<file path="config.mk">
export PLATFORM = sky130hd
export DESIGN_NAME = sprite_compositor
export DESIGN_NICKNAME = d
export VERILOG_FILES = /design/src/rtl/sprite_compositor.sv
export SDC_FILE = /design/constraint.sdc
export NUM_CORES = 1
export LEC_CHECK = 0
export ABC_AREA = 0
export CORE_MARGIN = 8
export CORE_UTILIZATION = 52
export CTS_CLUSTER_DIAMETER = 60
export CTS_CLUSTER_SIZE = 20
export DETAILED_ROUTE_END_ITERATION = 16
export PLACE_DENSITY = 0.89
export SLEW_MARGIN = 30
export SYNTH_ARGS = -nofsm -noshare
export SYNTH_HDL_FRONTEND = slang
export SYNTH_SLANG_ARGS = --single-unit
</file>
<file path="constraint.sdc">
create_clock -name clk_83 -period 2.1 [get_ports clk_83]
set_clock_uncertainty 0.05 [all_clocks]
set_input_delay 0.63 -clock clk_83 [delete_from_list [all_inputs] [get_ports clk_83]]
set_output_delay 0.63 -clock clk_83 [all_outputs]
set_load 0.1 [all_outputs]
</file>
<file path="src/rtl/sprite_compositor.sv">
// Sprite compositor: N sprite layers, overlay banner, border and
// per-mode background, plus the TITLE/PLAY/WIN/LOSE screen-mode FSM.
//
// Ports:
//   clk_83, rst (async, active-high)
//   frame_start: one-cycle pulse at pixel (0,0); mode commits here
//   start, restart, win, lose: mode requests, latched until frame_start
//   draw_x/draw_y: current pixel
//   layer_x/layer_y/layer_rgb/layer_en: packed per-layer sprite data
//   ovl_on/ovl_rgb: banner pixel
//   screen_mode: 0 TITLE, 1 PLAY, 2 WIN, 3 LOSE
//   draw_r/g/b: composited colour, 2 cycles after draw_x/draw_y
//
// Optional macro SPRITE_COMPOSITOR_FADE_EN adds a per-frame fade-in
// stage after each mode change (latency becomes 3 cycles).
module sprite_compositor #(
    parameter int          N_LAYERS   = 8,
    parameter int          XW         = 11,
    parameter int          YW         = 10,
    parameter int          SPR_W      = 32,
    parameter int          SPR_H      = 32,
    parameter logic [11:0] KEY_RGB    = 12'h000,
    parameter int          XMIN       = 10,
    parameter int          XMAX       = 1268,
    parameter int          YMIN       = 10,
    parameter int          YMAX       = 789,
    parameter logic [11:0] BORDER_RGB = 12'h078,
    parameter logic [11:0] PLAY_BG    = 12'hEEE,
    parameter logic [11:0] TITLE_BG   = 12'hFFF,
    parameter logic [11:0] WIN_BG     = 12'hFFF,
    parameter logic [11:0] LOSE_BG    = 12'h000
) (
    input  logic                   clk_83,
    input  logic                   rst,
    input  logic                   frame_start,
    input  logic                   start,
    input  logic                   restart,
    input  logic                   win,
    input  logic                   lose,
    input  logic [XW-1:0]          draw_x,
    input  logic [YW-1:0]          draw_y,
    input  logic [N_LAYERS*XW-1:0] layer_x,
    input  logic [N_LAYERS*YW-1:0] layer_y,
    input  logic [N_LAYERS*12-1:0] layer_rgb,
    input  logic [N_LAYERS-1:0]    layer_en,
    input  logic                   ovl_on,
    input  logic [11:0]            ovl_rgb,
    output logic [1:0]             screen_mode,
    output logic [3:0]             draw_r,
    output logic [3:0]             draw_g,
    output logic [3:0]             draw_b
);

    typedef enum logic [1:0] {
        S_TITLE = 2'd0,
        S_PLAY  = 2'd1,
        S_WIN   = 2'd2,
        S_LOSE  = 2'd3
    } mode_e;

    localparam logic [XW-1:0] LP_XMIN = XW'(XMIN);
    localparam logic [XW-1:0] LP_XMAX = XW'(XMAX);
    localparam logic [YW-1:0] LP_YMIN = YW'(YMIN);
    localparam logic [YW-1:0] LP_YMAX = YW'(YMAX);
    localparam logic [XW:0]   LP_XSPAN = (XW+1)'(SPR_W - 1);
    localparam logic [YW:0]   LP_YSPAN = (YW+1)'(SPR_H - 1);

    // ---------------- mode FSM ----------------
    mode_e r_mode;
    mode_e w_mode_nxt;
    logic  r_start_p;
    logic  r_restart_p;
    logic  r_win_p;
    logic  r_lose_p;
    logic  w_start_eff;
    logic  w_restart_eff;
    logic  w_win_eff;
    logic  w_lose_eff;

    // Requests seen in the frame_start cycle itself count for that frame.
    assign w_start_eff   = r_start_p | start;
    assign w_restart_eff = r_restart_p | restart;
    assign w_win_eff     = r_win_p | win;
    assign w_lose_eff    = r_lose_p | lose;

    always_ff @(posedge clk_83 or posedge rst) begin
        if (rst) begin
            r_start_p   <= 1'b0;
            r_restart_p <= 1'b0;
            r_win_p     <= 1'b0;
            r_lose_p    <= 1'b0;
        end else if (frame_start) begin
            r_start_p   <= 1'b0;
            r_restart_p <= 1'b0;
            r_win_p     <= 1'b0;
            r_lose_p    <= 1'b0;
        end else begin
            r_start_p   <= w_start_eff;
            r_restart_p <= w_restart_eff;
            r_win_p     <= w_win_eff;
            r_lose_p    <= w_lose_eff;
        end
    end

    always_ff @(posedge clk_83 or posedge rst) begin
        if (rst) r_mode <= S_TITLE;
        else     r_mode <= w_mode_nxt;
    end

    always_comb begin
        w_mode_nxt = r_mode;
        if (frame_start) begin
            case (r_mode)
                S_TITLE: if (w_start_eff) w_mode_nxt = S_PLAY;
                S_PLAY: begin
                    if (w_lose_eff)     w_mode_nxt = S_LOSE;
                    else if (w_win_eff) w_mode_nxt = S_WIN;
                end
                S_WIN:   if (w_restart_eff) w_mode_nxt = S_TITLE;
                S_LOSE:  if (w_restart_eff) w_mode_nxt = S_TITLE;
                default: w_mode_nxt = S_TITLE;
            endcase
        end
    end

    assign screen_mode = r_mode;

    // ---------------- stage 1: hit test ----------------
    logic [N_LAYERS-1:0] w_hit;

    for (genvar g = 0; g < N_LAYERS; g++) begin : g_hit
        logic [XW-1:0] w_lx;
        logic [YW-1:0] w_ly;
        logic [XW:0]   w_xe;
        logic [YW:0]   w_ye;
        logic [11:0]   w_rgb;
        assign w_lx  = layer_x[g*XW +: XW];
        assign w_ly  = layer_y[g*YW +: YW];
        assign w_rgb = layer_rgb[g*12 +: 12];
        // One extra bit keeps the right/bottom edge from wrapping.
        assign w_xe  = {1'b0, w_lx} + LP_XSPAN;
        assign w_ye  = {1'b0, w_ly} + LP_YSPAN;
        assign w_hit[g] = layer_en[g]
                        & (draw_x >= w_lx)
                        & ({1'b0, draw_x} <= w_xe)
                        & (draw_y >= w_ly)
                        & ({1'b0, draw_y} <= w_ye)
                        & (w_rgb != KEY_RGB);
    end

    logic [11:0] w_sel_rgb;
    logic        w_border;

    // Lowest index wins: scan downward so index 0 is written last.
    always_comb begin
        w_sel_rgb = 12'h000;
        for (int i = N_LAYERS - 1; i >= 0; i--) begin
            if (w_hit[i]) w_sel_rgb = layer_rgb[i*12 +: 12];
        end
    end

    assign w_border = (draw_x <= LP_XMIN) | (draw_x >= LP_XMAX)
                    | (draw_y <= LP_YMIN) | (draw_y >= LP_YMAX);

    logic        r_s1_hit;
    logic [11:0] r_s1_rgb;
    logic        r_s1_border;
    logic        r_s1_ovl_on;
    logic [11:0] r_s1_ovl_rgb;

    always_ff @(posedge clk_83 or posedge rst) begin
        if (rst) begin
            r_s1_hit     <= 1'b0;
            r_s1_rgb     <= 12'h000;
            r_s1_border  <= 1'b0;
            r_s1_ovl_on  <= 1'b0;
            r_s1_ovl_rgb <= 12'h000;
        end else begin
            r_s1_hit     <= |w_hit;
            r_s1_rgb     <= w_sel_rgb;
            r_s1_border  <= w_border;
            r_s1_ovl_on  <= ovl_on;
            r_s1_ovl_rgb <= ovl_rgb;
        end
    end

    // ---------------- stage 2: mode priority ----------------
    logic [11:0] w_s2_rgb;
    logic [11:0] r_s2_rgb;

    always_comb begin
        w_s2_rgb = PLAY_BG;
        if (r_mode == S_PLAY) begin
            if (r_s1_hit)         w_s2_rgb = r_s1_rgb;
            else if (r_s1_border) w_s2_rgb = BORDER_RGB;
            else                  w_s2_rgb = PLAY_BG;
        end else if (r_s1_ovl_on) begin
            w_s2_rgb = r_s1_ovl_rgb;
        end else if (r_s1_border) begin
            w_s2_rgb = BORDER_RGB;
        end else begin
            case (r_mode)
                S_WIN:   w_s2_rgb = WIN_BG;
                S_LOSE:  w_s2_rgb = LOSE_BG;
                default: w_s2_rgb = TITLE_BG;
            endcase
        end
    end

    always_ff @(posedge clk_83 or posedge rst) begin
        if (rst) r_s2_rgb <= 12'h000;
        else     r_s2_rgb <= w_s2_rgb;
    end

    logic [11:0] w_out;

`ifdef SPRITE_COMPOSITOR_FADE_EN
    // ---------------- stage 3: fade-in ----------------
    logic [3:0]  r_fade;
    logic [11:0] r_s3_rgb;
    logic [3:0]  w_fr;
    logic [3:0]  w_fg;
    logic [3:0]  w_fb;

    always_ff @(posedge clk_83 or posedge rst) begin
        if (rst) begin
            r_fade <= 4'd0;
        end else if (frame_start) begin
            if (w_mode_nxt != r_mode) r_fade <= 4'd0;
            else if (r_fade != 4'hF)  r_fade <= r_fade + 4'd1;
        end
    end

    // c*(fade+1) peaks at 240, so 8 bits hold the product.
    assign w_fr = 4'((8'(r_s2_rgb[11:8]) * (8'(r_fade) + 8'd1)) >> 4);
    assign w_fg = 4'((8'(r_s2_rgb[7:4])  * (8'(r_fade) + 8'd1)) >> 4);
    assign w_fb = 4'((8'(r_s2_rgb[3:0])  * (8'(r_fade) + 8'd1)) >> 4);

    always_ff @(posedge clk_83 or posedge rst) begin
        if (rst) r_s3_rgb <= 12'h000;
        else     r_s3_rgb <= {w_fr, w_fg, w_fb};
    end

    assign w_out = r_s3_rgb;
`else
    assign w_out = r_s2_rgb;
`endif

    assign draw_r = w_out[11:8];
    assign draw_g = w_out[7:4];
    assign draw_b = w_out[3:0];

endmodule
</file>
==> impl_metrics.json, run 1 <==
{
  "synth-adder-area-share_pct": 34.0,
  "synth_top_cell_by_area": "ha_1",
  "htreeDepth": 2,
  "synth-edff-count": 0,
  "synth_compound_area_share_pct": 22.0,
  "synth-xor-area-share_pct": 8.38,
  "start_util_pct": 53.1,
  "synthDistinctLibCells": 70,
  "synth_area_mm2": 0.0130,
  "yosysSeqAreaShare_pct": 8.69,
  "synth_nets": 2328,
  "status": "aborted with a tool error",
  "ys.flop_type": "dfrtp_1",
  "avgSynthCellArea_um2": 7.80,
  "io_buffer_count": 326,
  "overflow": 104,
  "syn_inst": 1663,
  "die_y_um": 174,
  "synth_top_family_by_area": "adder cells",
  "cts_root_buf": "clkbuf_16",
  "pin_count": 327,
  "yosys_warnings": 0,
  "grt_use_total_pct": 69.8,
  "cts.sinks": 45,
  "synth_top_cell_area_share_pct": 34.0,
  "synth_area_leaders": "ha_1, dfrtp_1, xnor2_1",
  "grt_pass1_vias": 25100,
  "haltStage": "5_1_grt",
  "ys_seq_elements": 45,
  "cts_buffers": 5,
  "error": "[ERROR GRT-0116] Global routing finished with congestion. Check the congestion regions in the DRC Viewer.",
  "grt_pass1_wl_um": 163000,
  "cts_hold_buf": 0,
  "cts.path.max_buffers": 2,
  "grt_start_max_net_pins": 46,
  "synth_mux_area_share_pct": 1.09,
  "dpl.hpwl_um": 53700,
  "dpl-instance-area_mm2": 0.0210,
  "rows": 57,
  "die_w_um": 174,
  "synth-simple-area-share_pct": 19.2,
  "finalWeightedCongestion": 1.07,
  "synthArstFlopShare_pct": 100
}
[layer usage]
layer,GRT overflow,GRT usage [%]
met2,50,87.0
met3,2,58.6
met5,0,25.6
met1,3,66.3
met4,49,69.6
[per-stage QoR]
stage	setup WS, ns	instances
floorplan	-1.17	1663
global placement	-2.20	2807
detailed placement	-2.41	2807
CTS	-1.42	2874
[cells in the mapped netlist (7+ instances only)]
cell type	instances
nand3_1	75
nor4_1	39
o31ai_1	8
or3_1	7
o21ai_0	65
a32oi_1	20
a2111oi_0	8
nand4_1	53
a21o_1	24
mux2i_1	13
xnor2_1	124
or2_2	8
a21oi_1	88
nor2_1	59
ha_1	352
o21a_1	22
clkbuf_1	13
nand2b_1	9
and3_1	8
inv_1	204
a211o_1	19
nand2_1	119
o221ai_1	13
a211oi_1	18
dfrtp_1	45
o211ai_1	21
a31oi_1	34
nor2b_1	21
nor3_1	56
a22oi_1	21
[cell families after synthesis]
| logic type | after synthesis |
|---|---|
| buffers and inverters | 225 |
| xor gates and xnor gates | 124 |
| AOI/OAI and AO/OA | 418 |
| DFF | 45 |
| and+or+nand+nor | 485 |
| adders and majority gates | 352 |
| muxes | 14 |
[repair_timing]
action / CTS
pin swaps: 206
gates resized for setup: 605
gates cloned: 8
setup buffers: 55
endpoints found under the setup margin: 14
==> run 2, diff against run 1 <==
Settings changed: CORE_UTILIZATION 52 to 40, CTS_CLUSTER_DIAMETER 60 to not set, CTS_CLUSTER_SIZE 20 to not set, PLACE_DENSITY 0.89 to not set, PLACE_DENSITY_LB_ADDON set to 0.15.
==> run 2 against run 1 <==
The flow now finishes, with violations (negative setup slack); synthesized cell count unchanged; area after synthesis unchanged.
==> impl_metrics.json, run 2 <==
{
  "status": "finished with violations",
  "violations": "negative setup slack",
  "setup_total_negative_slack_ns": -18.03,
  "timing.slew.headroom_pct": 61.0,
  "r2r-end": "screen_mode[1]$_DFFE_PP0P_",
  "rrSetupSlack_ns": 0.50,
  "holdPathEnd": "r_win_p$_DFF_PP0_",
  "grt_use_total_pct": 28.5,
  "path_clk_slew_ns": 0.07,
  "synth-simple-area-share_pct": 19.2,
  "synth_nets": 2328,
  "drc": 0,
  "start_util_pct": 40.3,
  "synth_top_family_by_area": "adder cells",
  "dieArea_mm2": 0.0384,
  "detail-route-antenna-nets": 0,
  "final_common_cell": "buf_4",
  "core-area_mm2": 0.0322,
  "avgRoutedWirePerCell_um": 19.9,
  "num_antenna_cells": 0,
  "ys_seq_elements": 45,
  "ys.flop_type": "dfrtp_1",
  "dp_cells": 2909,
  "synth_top_cell_by_area": "ha_1",
  "reg2reg_depth": 4,
  "power_switching_share_pct": 45.6,
  "synthTopCellsByCount": "ha_1, inv_1, xnor2_1, nand2_1, a21oi_1",
  "cts_tree": "yes",
  "final-hold-violation-count": 0,
  "antenna_found_initial": 0,
  "vias_per_cell": 5.61,
  "worstPathMaxFanout": 6,
  "rows": 66,
  "nNetsFinal": 3236,
  "syn_inst": 1663,
  "synth_most_common_cell": "ha_1",
  "fin_crit_sh_pct": 170,
  "final.setup.worst_slack_ns": -1.47,
  "finalNonFillerCells": 2980,
  "startpoint_type": "primary input",
  "cts_root_buf": "clkbuf_16",
  "synthArstFlopShare_pct": 100,
  "insertion_delay_ns": 0.29,
  "cts.path.max_buffers": 2,
  "synth_area_mm2": 0.0130,
  "cts.sinks": 45,
  "pin_count": 327,
  "worstMarginPinSlew_ns": 0.580,
  "ir_drop_v": 0.000591,
  "initialDrtViolationCount": 787,
  "cp.arrival_ns": 3.72,
  "maxCapViolCount": 0,
  "switchingPower_mw": 4.05,
  "die_y_um": 196,
  "drt_first_pass_iters": 5,
  "synth_area_leaders": "ha_1, dfrtp_1, xnor2_1",
  "mostFrequentLayoutCells": "buf_4, ha_1, clkdlybuf4s50_1, inv_1, nand2_1",
  "end_kind": "flop",
  "intPower_mw": 4.83,
  "overflow": 0,
  "dpl-instance-area_mm2": 0.0213,
  "holdPathStages": 2,
  "grt_pass1_wl_um": 89000,
  "reg_top3": "r_s1_ovl_rgb (12), r_s1_rgb (12), r_s2_rgb (12)",
  "dpl.hpwl_um": 48100,
  "setup_violations": 13,
  "cts_hold_buf": 0,
  "holdWs_ns": 0.436,
  "drt_wl_total_um": 59200,
  "yosysSeqAreaShare_pct": 8.69,
  "cts_buffers": 5,
  "yosys_warnings": 0,
  "path_class": "primary input to flop",
  "pwr-share-comb_pct": 75.8,
  "synth-adder-area-share_pct": 34.0,
  "areaGrowthSynthToFinish_pct": 79.8,
  "fill_cells": 2503,
  "htreeDepth": 2,
  "rsz0062_at_grt": "yes",
  "grt_start_max_net_pins": 28,
  "grt_pass1_vias": 17100,
  "io_buffer_count": 326,
  "synth-xor-area-share_pct": 8.38,
  "leakage_nw": 11.5,
  "final.min_clock_period_ns": 3.57,
  "slew_viol_final": 0,
  "p_seq_share_pct": 14.0,
  "synth_mux_area_share_pct": 1.09,
  "synth-edff-count": 0,
  "required_ns": 2.25,
  "vias": 16700,
  "die_w_um": 196,
  "finalWeightedCongestion": 1.00,
  "synth_compound_area_share_pct": 22.0,
  "final_layout_size_suffix_gt1_share_pct": 36.8,
  "fmax_ghz": 0.280,
  "r2r-start": "screen_mode[0]$_DFFE_PP0P_",
  "holdCritPathClass": "flop to flop",
  "synthDistinctLibCells": 70,
  "worstHoldStart": "r_win_p$_DFF_PP0_",
  "clock_power_share_pct": 10.2,
  "power_density_mw_per_mm2": 381,
  "design_area_mm2": 0.0233,
  "avgSynthCellArea_um2": 7.80,
  "synth_top_cell_area_share_pct": 34.0
}
==> run 2: cell counts after synthesis <==
No cell type changed its count.
==> run 2: per-stage QoR <==
| step | power [mW] | setup slack [ns] | util [%] |
|---|---|---|---|
| finish | 8.87 | -1.47 | 72.4 |
| global route | 9.42 | -1.64 | 72.4 |
| CTS | 8.57 | -1.44 | 69.5 |
| detailed placement | 7.42 | -2.30 | 66.2 |
| global placement | 7.29 | -2.24 | 66.2 |
| floorplan | 4.26 | -1.17 | - |
==> run 2: logic make-up (layout without fill, tap and decap cells) <==
logic type | Yosys count | in the layout
AOI/OAI and AO/OA | 418 | 418
xor gates and xnor gates | 124 | 124
adders and majority gates | 352 | 352
buffers and inverters | 225 | 1133
DFF | 45 | 45
muxes | 14 | 14
and+or+nand+nor | 485 | 486
==> run 2: final cells by class <==
cell class	instances	area, um^2	area share (%)
sequential	45	1130	4.83
clock buffer	5	125	0.537
inverter	205	817	3.51
timing repair buffer	920	8220	35.3
multi-input combinational	1394	12500	53.5
clock inverter	3	46.3	0.199
tap	408	510	2.19
==> run 2: power groups by stage <==
stage	combinational (mW)	sequential [mW]	clock, mW
2_1_floorplan	2.20	2.06	0
3_3_place_gp	6.04	1.25	0
3_5_place_dp	6.17	1.25	0
4_1_cts	6.42	1.24	0.921
5_1_grt	7.20	1.27	0.946
6_report	6.73	1.24	0.907
==> run 2: timing repair <==
item                                    CTS  global route
endpoints found under the setup margin   14            13
buffers inserted                         30            35
resized for setup                       357           273
cloned                                    6             0
pin swaps                               142           178
==> run 2: routing by layer <==
metal,wire [um],global-route usage [%]
met1,24000,33.8
met3,3150,3.26
met4,2300,9.10
met2,29700,52.7
met5,0,0
==> run 2: how the worst max path moves through the flow <==
stage                                   to         from  slack, ns  cells after the start
finish               r_s1_rgb[8]$_DFF_PP0_  layer_x[67]      -1.47                     17
global route         r_s1_rgb[6]$_DFF_PP0_  layer_x[67]      -1.64                     16
CTS                 r_s1_rgb[10]$_DFF_PP0_  layer_y[61]      -1.44                     19
detailed placement   r_s1_rgb[2]$_DFF_PP0_  layer_y[60]      -2.30                     16
global placement     r_s1_rgb[2]$_DFF_PP0_  layer_y[61]      -2.24                     19
floorplan           r_s1_rgb[10]$_DFF_PP0_  layer_y[61]      -1.17                     16
==> run 2: worst max-delay path, cell delays in order <==
cell and delay, ns:
clkdlybuf4s50_1 0.51, inv_2 0.06, ha_4 0.17, nand3_4 0.07
nand2_1 0.08, xnor2_1 0.13, ha_1 0.32, a21o_1 0.18
a211oi_2 0.21, o21ai_1 0.11, o21ai_2 0.21, nand4b_1 0.19
buf_6 0.19, buf_4 0.14, mux2i_1 0.16, o21ai_1 0.11
a32oi_1 0.23
(Power assumes the default switching activity.)
